`src/rtl/pack_4_nums.sv`:
```
// +--------------------------------------------------------------------------+
// | pack_4_nums : serial-to-parallel operand packer for the 4-operand adder  |
// | Rev 1.0                                                                  |
// +--------------------------------------------------------------------------+
`default_nettype none

module pack_4_nums #(
  parameter int WIDTH = 8
) (
  input  logic               i_clk,
  input  logic               i_rst,
  input  logic               i_flush,
  input  logic [WIDTH-1:0]   i_data,
  input  logic               i_valid,
  output logic               o_ready,
  input  logic               i_ready,
  output logic               o_enable,
  output logic [WIDTH-1:0]   o_a,
  output logic [WIDTH-1:0]   o_b,
  output logic [WIDTH-1:0]   o_c,
  output logic [WIDTH-1:0]   o_d,
  output logic [WIDTH+1:0]   o_sum_ref,
  output logic [1:0]         o_cnt
);

  localparam int SUM_W = WIDTH + 2;
  localparam logic [1:0] c_LAST = 2'd3;

  logic [1:0]       r_cnt;
  logic             r_enable;
  logic [WIDTH-1:0] r_stage0, r_stage1, r_stage2;
  logic [WIDTH-1:0] r_a, r_b, r_c, r_d;
  logic [SUM_W-1:0] r_sum;

  logic             w_ready;
  logic             w_accept;
  logic             w_complete;
  logic [SUM_W-1:0] w_sum;

  // Only the completing beat waits for the held bundle to drain.
  assign w_ready    = (r_cnt != c_LAST) || !r_enable || i_ready;
  assign w_accept   = i_valid && w_ready;
  assign w_complete = w_accept && (r_cnt == c_LAST) && !i_flush;
  assign w_sum      = SUM_W'(r_stage0) + SUM_W'(r_stage1)
                    + SUM_W'(r_stage2) + SUM_W'(i_data);

  always_ff @(posedge i_clk or posedge i_rst) begin
    if (i_rst) begin
      r_cnt    <= 2'd0;
      r_enable <= 1'b0;
      r_stage0 <= '0;
      r_stage1 <= '0;
      r_stage2 <= '0;
      r_a      <= '0;
      r_b      <= '0;
      r_c      <= '0;
      r_d      <= '0;
      r_sum    <= '0;
    end else begin
      if (i_flush) begin
        r_cnt <= 2'd0;
      end else if (w_accept) begin
        case (r_cnt)
          2'd0:    r_stage0 <= i_data;
          2'd1:    r_stage1 <= i_data;
          2'd2:    r_stage2 <= i_data;
          default: begin
            r_a   <= r_stage0;
            r_b   <= r_stage1;
            r_c   <= r_stage2;
            r_d   <= i_data;
            r_sum <= w_sum;
          end
        endcase
        r_cnt <= r_cnt + 2'd1;
      end

      // A completion in the same cycle as a drain keeps the output valid.
      if (w_complete)
        r_enable <= 1'b1;
      else if (r_enable && i_ready)
        r_enable <= 1'b0;
    end
  end

  assign o_ready   = w_ready;
  assign o_enable  = r_enable;
  assign o_a       = r_a;
  assign o_b       = r_b;
  assign o_c       = r_c;
  assign o_d       = r_d;
  assign o_sum_ref = r_sum;
  assign o_cnt     = r_cnt;

endmodule

`default_nettype wire

```
`config.mk`:
```
export PLATFORM = sky130hd
export DESIGN_NAME = pack_4_nums
export DESIGN_NICKNAME = d
export VERILOG_FILES = /design/src/rtl/pack_4_nums.sv
export SDC_FILE = /design/constraint.sdc
export NUM_CORES = 1
export LEC_CHECK = 0
export BUFFER_PORTS_ARGS = -buffer_cell sky130_fd_sc_hd__buf_2
export CORE_ASPECT_RATIO = 0.5
export CORE_MARGIN = 5
export CORE_UTILIZATION = 52
export CTS_CLUSTER_DIAMETER = 60
export CTS_CLUSTER_SIZE = 16
export DETAILED_ROUTE_END_ITERATION = 16
export HOLD_SLACK_MARGIN = 0.06
export PLACE_DENSITY = 0.79
export SLEW_MARGIN = 0
export SYNTH_ARGS = -nofsm -noshare
export SYNTH_HDL_FRONTEND = slang
export SYNTH_SLANG_ARGS = --single-unit
```
`constraint.sdc`:
```
create_clock -name i_clk -period 5.8 [get_ports i_clk]
set_clock_uncertainty 0.05 [all_clocks]
set_input_delay 0.29 -clock i_clk [delete_from_list [all_inputs] [get_ports i_clk]]
set_output_delay 0.29 -clock i_clk [all_outputs]
set_load 0.1 [all_outputs]
```
==> out/metrics.cfg, run 1 <==
[route]
routed_wl_um=6651
routedWlPerCell_um=14.91
vias_per_cell=5.047
drtPass1Iterations=4
drt_iter0_drc=170
dr_total_vias=2251
drc=0
ant_nets=0

[clocking]
ctsHoldBuffers=0
cts.htree.levels=3
numClockSinks=69
cts_resized=0
cts-root-buf=clkbuf_16
cts_setup_buffers=0
cts_tree=done
clockBufferDepth=2
path_clk_slew_ps=60
clk-insertion-delay-late_ps=330
numCtsBuffers=9

[cells_and_area]
drive_gt1_share_pct=25.14
area_growth_pct=19.45
antenna_cells=0
fin_nets=398
fin_area_um2=3996

[die]
fp-row-count=20
core-area_um2=6156
initial_core_util_pct=54.35
dieArea_um2=8236
boundaryPins=59
die_y_um=66.72
die_width_um=123.4

[yosys]
postSynthNetCount=335
synth_compound_area_share_pct=8.489
synthArstFlopShare_pct=100.0
ys_top_cells_by_count=dfrtp_1, inv_1, nand2_1
seq_area_frac_synth_pct=51.61
synth_fa_ha_area_share_pct=14.44
synth.most_common_cell=dfrtp_1
syn_inst=293
synth-xor-area-share_pct=1.309
synth_cell_type_count=36
synth_area_um2=3346
synth_ff_type=dfrtp_1
synth.area.top_cells=dfrtp_1, fa_1, mux2i_1, inv_1, ha_1
synth_edf_count=0
synth_warnings=0
synth_top_family_by_area=adder cells
synth_top_area_share_pct=51.61
synth-seq-cells=69
yosysTopAreaCell=dfrtp_1
synthMuxAreaShare_pct=10.02
synthSimpleGateAreaFrac_pct=8.040
synth_area_per_cell_um2=11.42

[critical_path]
rr_worst_depth=10
cp_common_cell=fa_1
cp-end-kind=flip-flop
slowest_delay_ps=500
cp.arrival_ps=3390
cp-start-kind=flip-flop
crit_fanout=3
crit_required_ps=5930
crit_type=reg -> reg
startpoint=r_stage0[1]
reg2reg_slack_ps=2540
slowest_stage=fa_1
path_cells=inv_1, fa_1, inv_1, fa_1, ha_1, fa_1, a211oi_1, o21ai_1, a311oi_1, o31ai_1
r2r_start=r_stage0[1]
crit_end=o_sum_ref[9]
r2r_end=o_sum_ref[9]

[placed_design]
io_buffers=58
globalplace.congestion=0.7645
placed_cell_area_um2=3727
hpwlAfterDp_um=4742

[timing]
period_minus_slack_ps=3261
clock.fmax_ghz=0.3067
tightest_slew_ps=869.4
setup_violations=0
rsz0062_at_grt=no
slew_headroom_pct=42.04
fin_crit_sh_pct=56.23
tns_ps=0
final_max_slew_viol_count=0
hold_violations=0

[grt]
antenna_found_initial=0
grt_max_degree=77
grt-ovfl-total=0
grt_first_pass_wirelength_um=11660
grt_pass1_vias=2440
grt.total_usage_pct=18.58

[flow_run]
cap_violations=0

[status]
outcome=completed

[worst_hold_path]
hold_path_class=in -> reg

## layout make-up
type	instances	area, um^2
Fill cell	470	2160
Sequential cell	69	1727
Multi-Input combinational cell	172	1420
Timing Repair Buffer	60	305.3
Clock buffer	10	229.0
Inverter	44	165.2
Tap cell	88	110.1
Clock inverter	3	40.04
## state kept, by name (all words and copies together) (netlist names)
signal	flops
o_sum_ref	10
o_a	8
o_b	8
o_c	8
o_d	8
r_stage0	8
r_stage1	8
r_stage2	8
o_cnt	2
o_enable	1
## per-layer routing
| layer | vias up | track usage (%) | routed length [um] |
|---|---|---|---|
| met5 | - | 0 | 0 |
| met4 | 0 | 6.207 | 130 |
| met3 | 14 | 5.683 | 347 |
| met2 | 47 | 32.39 | 3424 |
| met1 | 1112 | 22.14 | 2750 |
| li1 | 1078 | - | - |
## worst min-delay path by stage
| stage | from | to | slack, ps | depth (start not counted) |
|---|---|---|---|---|
| 6_report | i_flush | o_cnt[1] | 80 | 2 |
| 2_1_floorplan | i_flush | o_cnt[1] | 300 | 1 |
| 3_3_place_gp | o_d[2] | o_d[2] | 410 | 2 |
| 5_1_grt | i_flush | o_cnt[0] | 90 | 2 |
| 4_1_cts | i_flush | o_cnt[1] | 70 | 2 |
| 3_5_place_dp | o_b[1] | o_b[1] | 410 | 2 |
## kinds of logic (layout without fill, tap and decap cells)
group / count (synthesis) / after routing
xor gates and xnor gates: 5 / 5
adders and majority gates: 29 / 29
AOI/OAI and AO/OA: 50 / 50
and+or+nand+nor: 56 / 56
muxes: 32 / 32
DFF: 69 / 69
buffers and inverters: 52 / 117
## placed cells by master, fill, tap and decap left out, drive strengths merged, types with 3 or more instances in the layout
cell type and instances:
mux2i 20, a21oi 6, xnor2 3, ha 13, o21ai 34, nor2 3
buf 60, dfrtp 69, nand2 41, inv 44, nand3 3, clkbuf 10
mux2 12, fa 16
## worst max-delay path, delay by kind of cell (launching register included)
family	cells	cell delay, ps
compound gates	4	940
fa+ha+maj	4	1670
buf+inv	2	120
flops	1	330
## per-stage QoR
| step | util (%) | cells | hold WS (ps) | setup WS [ps] |
|---|---|---|---|---|
| 3_3_place_gp | 60.55 | 433 | 407.8 | 2671 |
| 5_1_grt | 64.92 | 446 | 89.37 | 2433 |
| 4_1_cts | 64.92 | 446 | 74.49 | 2609 |
| 2_1_floorplan | - | 293 | 303.1 | 2480 |
| 6_report | 64.92 | 446 | 77.20 | 2539 |
| 3_5_place_dp | 60.55 | 433 | 414.6 | 2533 |
Power of run 1 is left out: the tool's default activity adds up to more than one toggle a clock period on the data nets, which glitch-free logic cannot reach.
==> run 2: changes to the inputs <==
CORE_UTILIZATION = 50   (was 52)
clock period = 3 ns   (was 5.8 ns; I/O delays follow)
==> out/metrics.cfg, run 2 (synthesis results as in run 1) <==
[critical_path]
reg2reg_slack_ps=50  ; -2490 ps
crit_type=reg -> reg
rr_worst_depth=9  ; -1
crit_fanout=3  ; unchanged
cp.arrival_ps=3080  ; -310 ps
cp-start-kind=flip-flop
cp-end-kind=flip-flop
r2r_start=r_stage0[2]
r2r_end=o_sum_ref[6]
crit_required_ps=3130  ; -2800 ps

[clocking]
clk-insertion-delay-late_ps=330  ; about the same
numClockSinks=69  ; unchanged
cts.htree.levels=3  ; unchanged
clockBufferDepth=2  ; unchanged
cts_tree=done
cts-root-buf=clkbuf_16
path_clk_slew_ps=50  ; about the same
numCtsBuffers=9  ; unchanged

[timing]
period_minus_slack_ps=2952  ; -309.5 ps
rsz0062_at_grt=yes
fin_crit_sh_pct=98.38  ; +42 points
setup_violations=0  ; unchanged
tightest_slew_ps=708.9  ; -160.5 ps
final_max_slew_viol_count=0  ; unchanged
hold_ws_ps=62.70  ; -14.50 ps
tns_ps=0  ; unchanged
slew_headroom_pct=52.74  ; +11 points
clock.fmax_ghz=0.3388  ; +10%
postLayoutSetupSlackWorst_ps=48.47  ; -2490 ps
hold_violations=0  ; unchanged

[cells_and_area]
fin_nets=409  ; +2.8%
stdcell_count=463  ; +3.8%
largest_reg_flops=10  ; unchanged
antenna_cells=0  ; unchanged
final_common_cell=dfrtp_1
layout_common_cells=dfrtp_1, buf_2, inv_1
ff_latch_area_um2=1730  ; +0.22%
drive_gt1_share_pct=29.92  ; +4.8 points
multi_input_area_um2=1464  ; +3.1%
area_growth_pct=24.83
nFillCells=509  ; +8.3%

[worst_hold_path]
holdPathEnd=r_stage0[0]
hp-start=i_data[0]
hold_path_class=in -> reg
whs_path_depth=2  ; unchanged

[route]
vias_per_cell=4.933  ; -2.3%
ant_nets=0  ; unchanged
dr_total_vias=2284  ; +1.5%
drtPass1Iterations=4  ; unchanged
routedWlPerCell_um=14.76  ; -1.0%
highest_layer=met4
drt_iter0_drc=114  ; -33%
met2RoutedLength_um=3437  ; +0.38%
met1_length_um=2891  ; +5.1%
routed_wl_um=6833  ; +2.7%
wl_met3_um=371  ; +6.9%
drc=0  ; unchanged

[placed_design]
globalplace.congestion=0.7621  ; -0.31%
hpwlAfterDp_um=4657  ; -1.8%
place_ws_ps=-24.64  ; -2558 ps
io_buffers=58  ; unchanged
place_inst=440  ; +1.6%

[die]
boundaryPins=59  ; unchanged
initial_core_util_pct=50.73  ; -3.6 points
dieArea_um2=8526  ; +3.5%
fp-row-count=21  ; +5.0%
die_y_um=67.84  ; +1.7%
core-area_um2=6595  ; +7.1%
die_width_um=125.7  ; +1.8%

[grt]
grt_first_pass_wirelength_um=11430  ; -2.0%
grt_pass1_vias=2442  ; +0.082%
antenna_found_initial=0  ; unchanged
grt.total_usage_pct=17.44  ; -1.1 points
grt-ovfl-total=0  ; unchanged
grt_max_degree=58  ; -25%

[status]
outcome=completed

[flow_run]
cap_violations=0  ; unchanged

==> run 2: cell types whose count changed in the layout (fill, tap and decap cells not counted), sizes merged <==
| cell | before | now |
|---|---|---|
| clkbuf | 10 | 11 |
| dlygate4sd3 | 0 | 4 |
| buf | 60 | 67 |
| clkinvlp | 0 | 1 |
==> run 2: how the worst max path moves through the flow <==
| stage | from | to | slack, ps |
|---|---|---|---|
| 5_1_grt | r_stage0[2] | o_sum_ref[6] | -170 |
| 3_3_place_gp | r_stage0[1] | o_sum_ref[9] | 50 |
| 3_5_place_dp | r_stage0[1] | o_sum_ref[9] | -20 |
| 6_report | r_stage0[2] | o_sum_ref[6] | 50 |
| 4_1_cts | r_stage0[1] | o_sum_ref[5] | 40 |
| 2_1_floorplan | o_cnt[1] | r_stage0[0] | 4 |
==> run 2: worst max-delay path: stages, from the launching register on <==
cell and delay, ps:
dfrtp_1 360, inv_1 110, fa_1 460, fa_1 520, inv_1 70, ha_1 330
a211oi_1 410, o21ai_0 210, xnor2_1 190, o21ai_0 100
==> run 2: through the flow <==
stage               util [%]  area [um^2]
floorplan                  -         3349
global placement       56.99         3759
detailed placement     56.99         3759
CTS                    62.36         4113
global route           63.33         4177
finish                 63.33         4177
==> run 2: repair_timing <==
action / in CTS / in global routing
hold buffers: 4 / 0
setup endpoints to repair: 3 / 4
cloned: 0 / 0
endpoints found under the hold margin: 15 / 0
setup buffers: 0 / 4
pin swaps: 0 / 10
gates resized for setup: 4 / 9
==> run 2: per-layer routing <==
metal	vias up	global-route usage, %
met5	-	0
met4	0	6.216
met3	15	6.157
met2	39	30.32
met1	1128	20.67
li1	1102	-
==> run 2: area by class of cell <==
type,count,share of cell area (%)
flip-flops and latches,69,41.43
multi-input cells,172,35.05
repair buffers,71,9.617
clock buffers,11,6.052
inverters,44,3.954
well taps,92,2.756
clock inverters,4,1.138
Power of run 2 is left out for the same reason.
